$ cat src/rtl/muldiv_pkg.sv
// muldiv_pkg: shared definitions for the iterative multiply/divide unit.
//   DATA_WIDTH_DEF : default operand / HI / LO width
//   op_e           : operation encodings presented on the op port
//   state_e        : control FSM states
//   op_is_signed / op_is_div : operation classification helpers
package muldiv_pkg;

  localparam int DATA_WIDTH_DEF = 32;

  typedef enum logic [1:0] {
    OP_MULTU = 2'b00,
    OP_MULT  = 2'b01,
    OP_DIVU  = 2'b10,
    OP_DIV   = 2'b11
  } op_e;

  typedef enum logic [1:0] {
    ST_IDLE = 2'b00,
    ST_RUN  = 2'b01,
    ST_DONE = 2'b10
  } state_e;

  function automatic logic op_is_signed(input op_e op);
    case (op)
      OP_MULT, OP_DIV: return 1'b1;
      default:         return 1'b0;
    endcase
  endfunction

  function automatic logic op_is_div(input op_e op);
    case (op)
      OP_DIVU, OP_DIV: return 1'b1;
      default:         return 1'b0;
    endcase
  endfunction

endpackage

$ cat src/rtl/muldiv_if.sv
// muldiv_if: request/result bundle between a requester and muldiv_unit.
//   start, op, busA, busB : request side (driven by master)
//   busy, done, hi, lo    : status/result side (driven by slave)
interface muldiv_if #(
  parameter int DATA_WIDTH = muldiv_pkg::DATA_WIDTH_DEF
);
  logic                  start;
  logic [1:0]            op;
  logic [DATA_WIDTH-1:0] busA;
  logic [DATA_WIDTH-1:0] busB;
  logic                  busy;
  logic                  done;
  logic [DATA_WIDTH-1:0] hi;
  logic [DATA_WIDTH-1:0] lo;

  modport master (output start, op, busA, busB, input busy, done, hi, lo);
  modport slave  (input start, op, busA, busB, output busy, done, hi, lo);
endinterface

$ cat src/rtl/muldiv_negate.sv
// muldiv_negate: conditional two's-complement negation, used both to take
// operand magnitudes and to restore the sign of results.
//   i_neg : negate when high, pass through when low
//   i_val : input value
//   o_val : i_neg ? -i_val : i_val
module muldiv_negate #(
  parameter int WIDTH = 32
) (
  input  logic             i_neg,
  input  logic [WIDTH-1:0] i_val,
  output logic [WIDTH-1:0] o_val
);
  assign o_val = i_neg ? (~i_val + WIDTH'(1)) : i_val;
endmodule

$ cat src/rtl/muldiv_unit.sv
// muldiv_unit: one-bit-per-cycle multiplier / restoring divider with HI/LO
// result registers. Signed operations iterate on magnitudes and fix the sign
// of the result on the completion edge.
//   clk   : rising-edge clock
//   rst_n : asynchronous active-low reset
//   bus   : muldiv_if.slave (start/op/busA/busB in, busy/done/hi/lo out)
// Build option: define MULDIV_DIV_EN to include the divide datapath; without
// it DIVU/DIV complete in one cycle with hi=lo=0.
module muldiv_unit
  import muldiv_pkg::*;
#(
  parameter int DATA_WIDTH = DATA_WIDTH_DEF
) (
  input  logic    clk,
  input  logic    rst_n,
  muldiv_if.slave bus
);
  localparam int W  = DATA_WIDTH;
  localparam int CW = $clog2(W) + 1;

  state_e         r_state, w_state_nxt;
  logic [CW-1:0]  r_cnt;
  logic [W-1:0]   r_mcand, r_acc_hi, r_acc_lo, r_hi, r_lo;
  logic           r_neg_res, r_busy, r_done;

  op_e            w_op;
  logic           w_neg_a, w_neg_b, w_is_div_op, w_last;
  logic [W-1:0]   w_mag_a, w_mag_b, w_it_hi, w_it_lo, w_res_hi, w_res_lo;
  logic [W:0]     w_sum;
  logic [2*W-1:0] w_prod;

`ifdef MULDIV_DIV_EN
  logic           r_is_div, r_neg_rem, r_div_zero;
  logic [W:0]     w_shift;
  logic [W-1:0]   w_trial, w_quo, w_rem;
`endif

  assign w_op        = op_e'(bus.op);
  assign w_is_div_op = op_is_div(w_op);
  assign w_neg_a     = op_is_signed(w_op) & bus.busA[W-1];
  assign w_neg_b     = op_is_signed(w_op) & bus.busB[W-1];
  assign w_last      = (r_cnt == CW'(1));

  muldiv_negate #(.WIDTH(W)) u_neg_a (.i_neg(w_neg_a), .i_val(bus.busA), .o_val(w_mag_a));
  muldiv_negate #(.WIDTH(W)) u_neg_b (.i_neg(w_neg_b), .i_val(bus.busB), .o_val(w_mag_b));

  // Shift-add step: add multiplicand when the multiplier LSB is set, then
  // shift the (W+1)-bit sum right into the hi:lo accumulator.
  assign w_sum = {1'b0, r_acc_hi} + (r_acc_lo[0] ? {1'b0, r_mcand} : {(W+1){1'b0}});

`ifdef MULDIV_DIV_EN
  // Restoring step: the remainder never exceeds the divisor, so the
  // truncated W-bit difference is exact whenever the trial succeeds.
  assign w_shift = {r_acc_hi, r_acc_lo[W-1]};
  assign w_trial = w_shift[W-1:0] - r_mcand;
`endif

  // One iteration of whichever datapath the latched operation selects.
  always_comb begin
    w_it_hi = w_sum[W:1];
    w_it_lo = {w_sum[0], r_acc_lo[W-1:1]};
`ifdef MULDIV_DIV_EN
    if (r_is_div) begin
      if (w_shift >= {1'b0, r_mcand}) begin
        w_it_hi = w_trial;
        w_it_lo = {r_acc_lo[W-2:0], 1'b1};
      end else begin
        w_it_hi = w_shift[W-1:0];
        w_it_lo = {r_acc_lo[W-2:0], 1'b0};
      end
    end else begin
      w_it_hi = w_sum[W:1];
      w_it_lo = {w_sum[0], r_acc_lo[W-1:1]};
    end
`endif
  end

  muldiv_negate #(.WIDTH(2*W)) u_neg_prod (
    .i_neg(r_neg_res), .i_val({w_it_hi, w_it_lo}), .o_val(w_prod));

`ifdef MULDIV_DIV_EN
  muldiv_negate #(.WIDTH(W)) u_neg_quo (.i_neg(r_neg_res), .i_val(w_it_lo), .o_val(w_quo));
  muldiv_negate #(.WIDTH(W)) u_neg_rem (.i_neg(r_neg_rem), .i_val(w_it_hi), .o_val(w_rem));
`endif

  // Sign-corrected result from the final iteration; divide by zero forces
  // an all-ones quotient while the remainder path already yields the dividend.
  always_comb begin
    w_res_hi = w_prod[2*W-1:W];
    w_res_lo = w_prod[W-1:0];
`ifdef MULDIV_DIV_EN
    if (r_is_div) begin
      w_res_hi = w_rem;
      if (r_div_zero) begin
        w_res_lo = {W{1'b1}};
      end else begin
        w_res_lo = w_quo;
      end
    end else begin
      w_res_hi = w_prod[2*W-1:W];
      w_res_lo = w_prod[W-1:0];
    end
`endif
  end

  // Next-state logic of the IDLE/RUN/DONE controller.
  always_comb begin
    w_state_nxt = r_state;
    case (r_state)
      ST_IDLE: begin
        if (bus.start) begin
`ifdef MULDIV_DIV_EN
          w_state_nxt = ST_RUN;
`else
          if (w_is_div_op) begin
            w_state_nxt = ST_DONE;
          end else begin
            w_state_nxt = ST_RUN;
          end
`endif
        end else begin
          w_state_nxt = ST_IDLE;
        end
      end
      ST_RUN: begin
        if (w_last) begin
          w_state_nxt = ST_DONE;
        end else begin
          w_state_nxt = ST_RUN;
        end
      end
      ST_DONE: w_state_nxt = ST_IDLE;
      default: w_state_nxt = ST_IDLE;
    endcase
  end

  // State register with busy/done registered from the next state.
  always_ff @(posedge clk or negedge rst_n) begin
    if (!rst_n) begin
      r_state <= ST_IDLE;
      r_busy  <= 1'b0;
      r_done  <= 1'b0;
    end else begin
      r_state <= w_state_nxt;
      r_busy  <= (w_state_nxt != ST_IDLE);
      r_done  <= (w_state_nxt == ST_DONE);
    end
  end

  // Operand capture, iteration registers and HI/LO update.
  always_ff @(posedge clk or negedge rst_n) begin
    if (!rst_n) begin
      r_cnt      <= {CW{1'b0}};
      r_mcand    <= {W{1'b0}};
      r_acc_hi   <= {W{1'b0}};
      r_acc_lo   <= {W{1'b0}};
      r_hi       <= {W{1'b0}};
      r_lo       <= {W{1'b0}};
      r_neg_res  <= 1'b0;
`ifdef MULDIV_DIV_EN
      r_is_div   <= 1'b0;
      r_neg_rem  <= 1'b0;
      r_div_zero <= 1'b0;
`endif
    end else begin
      case (r_state)
        ST_IDLE: begin
          if (bus.start) begin
            r_acc_hi  <= {W{1'b0}};
            r_neg_res <= w_neg_a ^ w_neg_b;
`ifdef MULDIV_DIV_EN
            r_is_div   <= w_is_div_op;
            r_neg_rem  <= w_neg_a;
            r_div_zero <= (bus.busB == {W{1'b0}});
            r_mcand    <= w_is_div_op ? w_mag_b : w_mag_a;
            r_acc_lo   <= w_is_div_op ? w_mag_a : w_mag_b;
            r_cnt      <= CW'(W);
`else
            r_mcand  <= w_mag_a;
            r_acc_lo <= w_mag_b;
            if (w_is_div_op) begin
              // Divide not built: complete immediately with a zero result.
              r_cnt <= {CW{1'b0}};
              r_hi  <= {W{1'b0}};
              r_lo  <= {W{1'b0}};
            end else begin
              r_cnt <= CW'(W);
            end
`endif
          end
        end
        ST_RUN: begin
          r_acc_hi <= w_it_hi;
          r_acc_lo <= w_it_lo;
          r_cnt    <= r_cnt - CW'(1);
          if (w_last) begin
            r_hi <= w_res_hi;
            r_lo <= w_res_lo;
          end
        end
        default: begin
          r_cnt <= r_cnt;
        end
      endcase
    end
  end

  assign bus.busy = r_busy;
  assign bus.done = r_done;
  assign bus.hi   = r_hi;
  assign bus.lo   = r_lo;

endmodule

$ cat src/flat_wrapper.sv
// flat-port wrapper written by rule: the top's interface ports become plain ports
module muldiv_unit_flat import muldiv_pkg::*;
#(
  parameter int DATA_WIDTH = DATA_WIDTH_DEF
)
  (clk, rst_n, bus_start, bus_op, bus_busA, bus_busB, bus_busy, bus_done, bus_hi, bus_lo);
  muldiv_if #(.DATA_WIDTH(DATA_WIDTH)) bus_i ();
  input  logic clk;
  input  logic rst_n;
  input wire logic [$bits(bus_i.start)-1:0] bus_start;
  input wire logic [$bits(bus_i.op)-1:0] bus_op;
  input wire logic [$bits(bus_i.busA)-1:0] bus_busA;
  input wire logic [$bits(bus_i.busB)-1:0] bus_busB;
  output wire logic [$bits(bus_i.busy)-1:0] bus_busy;
  output wire logic [$bits(bus_i.done)-1:0] bus_done;
  output wire logic [$bits(bus_i.hi)-1:0] bus_hi;
  output wire logic [$bits(bus_i.lo)-1:0] bus_lo;
  assign bus_i.start = bus_start;
  assign bus_i.op = bus_op;
  assign bus_i.busA = bus_busA;
  assign bus_i.busB = bus_busB;
  assign bus_busy = bus_i.busy;
  assign bus_done = bus_i.done;
  assign bus_hi = bus_i.hi;
  assign bus_lo = bus_i.lo;
  muldiv_unit #(.DATA_WIDTH(DATA_WIDTH)) u_core (.clk(clk), .rst_n(rst_n), .bus(bus_i));
endmodule
$ cat config.mk
export PLATFORM = sky130hd
export DESIGN_NAME = muldiv_unit_flat
export DESIGN_NICKNAME = d
export VERILOG_FILES = /design/src/rtl/muldiv_pkg.sv /design/src/rtl/muldiv_if.sv /design/src/rtl/muldiv_negate.sv /design/src/rtl/muldiv_unit.sv /design/src/flat_wrapper.sv
export SDC_FILE = /design/constraint.sdc
export NUM_CORES = 1
export LEC_CHECK = 0
export ABC_AREA = 1
export CAP_MARGIN = 20
export CORE_MARGIN = 5
export CORE_UTILIZATION = 40
export CTS_BUF_LIST = sky130_fd_sc_hd__clkbuf_4
export DETAILED_ROUTE_END_ITERATION = 12
export PLACE_DENSITY = 0.7
export SETUP_SLACK_MARGIN = 0.05
export SYNTH_ARGS = -nofsm -noshare
export SYNTH_HDL_FRONTEND = slang
export SYNTH_SLANG_ARGS = --single-unit
$ cat constraint.sdc
create_clock -name clk -period 3.37 [get_ports clk]
set_clock_uncertainty 0.2 [all_clocks]
set_input_delay 0.674 -clock clk [delete_from_list [all_inputs] [get_ports clk]]
set_output_delay 0.674 -clock clk [all_outputs]
set_load 0.05 [all_outputs]
==> flow_summary.ini <==
[global_route]
grt_max_degree = 91
grt_pass1_vias = 12011
grt_pass1_wl_mm = 63.7
grt.overflow.total = 0
grt.total_usage_pct = 22.1
antenna_found_initial = 1

[yosys]
yosysMostFrequentCell = nand2_1
synth_area_leaders = dfrtp_1 (34%), nand2_1 (20%), inv_1 (6.8%)
synth_top_cell_by_area = dfrtp_1
synth_ff_type = dfrtp_1
syn_area_per_cell_um2 = 6.61
syn_area_um2 = 12500
synth-seq-cells = 171
syn-num-nets = 1992
ys_seq_area_share_pct = 34.4
synth_edf_count = 0
postSynthCellCount = 1885
synth_warnings = 0
synthDominantCellAreaShare_pct = 34.4
synth-async-reset-ratio_pct = 100
synth.distinct_cells = 52
synth_common_cells = nand2_1 (648), inv_1 (227), dfrtp_1 (171)

[clock_tree]
clockBufferDepth = 2
cts.sinks = 171
path_clk_slew_ps = 170
cts-buffers-inserted = 17
htree_levels = 4
cts_tree = built
cts_root_buf = clkbuf_4
clk_latency_ps = 600

[routing]
first_pass_iters = 6
drc = 0
drt_iter0_markers = 920
wl_mm = 40.3
wl_per_cell_um = 16.5
ant_nets = 0
vias_per_cell = 5.27
vias = 12859

[hold_path]
hold_path_class = register to register
min_path_cells = 2

[sta]
hold_viol_final = 0
tightest_slew_ps = 935
fmax_mhz = 317
post-route-min-period_ps = 3160
setup_tns_ps = 0
finalSetupViolations = 0
relSlewSlack_pct = 37.6
rsz0062_at_grt = yes
final_max_slew_viol_count = 0
fin_crit_sh_pct = 93.7
hold_slack_ps = 302

[floorplanning]
fp.dieH_um = 186
rows = 64
die-area_um2 = 34800
start_util_pct = 40.6
die_w_um = 186
io-pin-count = 135
core_um2 = 30700

[outcome]
status = finished clean

[layout]
final_net_count = 2138
drive_gt1_share_pct = 11.8
utilization_pct = 50.1
syn_to_final_growth_pct = 23.3

[worst_setup_path]
rr_worst_depth = 21
cp_num_cells = 21
critPathKind = register to register
cp_max_fo = 15
cp.required_ps = 3650
slowest_stage = dfrtp_2
critPathMaxStageDelay_ps = 500
path_buf_inv = 2
cpMostUsedCell = nand2_1
end_kind = register
cp_top_family = simple AND/OR/NAND/NOR gates
crit_arrival_ps = 3430
startpoint_type = register
path_cells = clkbuf_16 -> nand2_1 -> inv_1 -> ha_4 -> nand2_1 -> nand2_1 -> nand2_1 -> nand2_1 -> nand2_1 -> nand3_2 -> nand2_1 -> nand2_1 -> nand2_1 -> nor2_1 -> nand2_2 -> nand2_4 -> nand2_4 -> nor2_8 -> nand3_1 -> nand3_1 -> nand2_1

[pwr]
worst_ir_drop_vdd_v = 0.000267
power_uw = 4740
cellLeakagePower_uw = 0.00761
pwr_density_cell_nw_per_um2 = 309

[placed_design]
hpwl_mm = 30.9
portBuffers = 134
place.gp.congestion = 0.971

[run]
max_cap_violations = 0
worst paths after layout:
path                                     from                  end  slack (ps)
setup / recovery           u_core.r_acc_lo[0]    u_core.bus.hi[28]         210
hold / removal              u_core.bus.hi[30]    u_core.bus.hi[30]         300
setup reg to reg           u_core.r_acc_lo[0]    u_core.bus.hi[28]         210
hold reg to reg             u_core.bus.hi[30]    u_core.bus.hi[30]         300
max in group asynchronous               rst_n  u_core.r_acc_lo[24]        1820
min in group asynchronous               rst_n  u_core.r_acc_hi[24]         400
cells by family after synthesis:
group,count (synthesis),synth area share [%]
simple gates,1022,34.8
buf+inv,298,9.10
compound gates,290,13.2
flops,171,34.4
xor+xnor,66,4.64
fa+ha+maj,38,3.88
cell usage in the layout, fill, tap and decap left out, types with 16 or more instances in the layout:
cell type,count
a21oi_1,51
a22oi_1,28
buf_4,44
clkbuf_4,18
clkdlybuf4s50_1,133
dfrtp_1,169
ha_4,20
inv_1,224
nand2_1,613
nand2_2,42
nand3_1,78
nand3b_1,16
nand4_1,25
nor2_1,141
nor2_2,22
nor2_4,16
nor3_1,25
o21ai_0,154
xnor2_1,21
xor2_1,45
sequential cells by signal, summed over array words and instances (netlist names), 2 cells and up:
signal,flops
u_core.bus.hi,32
u_core.bus.lo,32
u_core.r_acc_hi,32
u_core.r_acc_lo,32
u_core.r_mcand,32
u_core.r_cnt,6
u_core.r_state,2
worst reg2reg max path, cell delays in order (launching register included):
cell,delay (ps)
dfrtp_2,500
clkbuf_16,190
nand2_1,60
inv_1,60
ha_4,300
nand2_1,90
nand2_1,150
nand2_1,70
nand2_1,70
nand2_1,100
nand3_2,100
nand2_1,50
nand2_1,260
nand2_1,90
nor2_1,150
nand2_2,90
nand2_4,80
nand2_4,100
nor2_8,120
nand3_1,90
nand3_1,90
nand2_1,60
layer usage:
layer	share of wire (%)	wire length [um]	vias to the layer above	track usage, %
met3	5.7	2300	60	3.25
li1	-	-	6332	-
met2	45	18100	448	33.9
met5	0	0	-	0
met1	47	19000	6019	32.2
met4	2.4	957	0	7.15
repair_timing:
action | in CTS | in global routing
endpoints found under the hold margin | 48 | 0
hold buffers | 1 | 0
gates resized for setup | 0 | 128
setup buffers | 0 | 7
setup endpoints to repair | 0 | 20
layout make-up:
class                   instances  area (um^2)
diodes                          1         2.50
clock buffers                  18          135
clock inverters                14          148
fillers                      3041        15300
inverters                     242          910
multi-input cells            1416         7620
flip-flops and latches        171         4280
well taps                     396          495
repair buffers                183         1770
power by group:
group          leakage, uW  switching, uW  internal, uW
Combinational      0.00536            811           463
Clock             0.000152            864           343
Sequential         0.00210            106          2150
Total              0.00761           1780          2960
per-stage QoR:
| step | area, um^2 | instances | worst slack (ps) |
|---|---|---|---|
| 3_3_place_gp | 14400 | 2399 | 118 |
| 5_1_grt | 15400 | 2441 | -25.7 |
| 4_1_cts | 14700 | 2432 | 50.7 |
| 2_1_floorplan | 12500 | 1885 | 304 |
| 6_report | 15400 | 2441 | 212 |
| 3_5_place_dp | 14400 | 2399 | 84.6 |
Power figures use the tool's default switching activity.
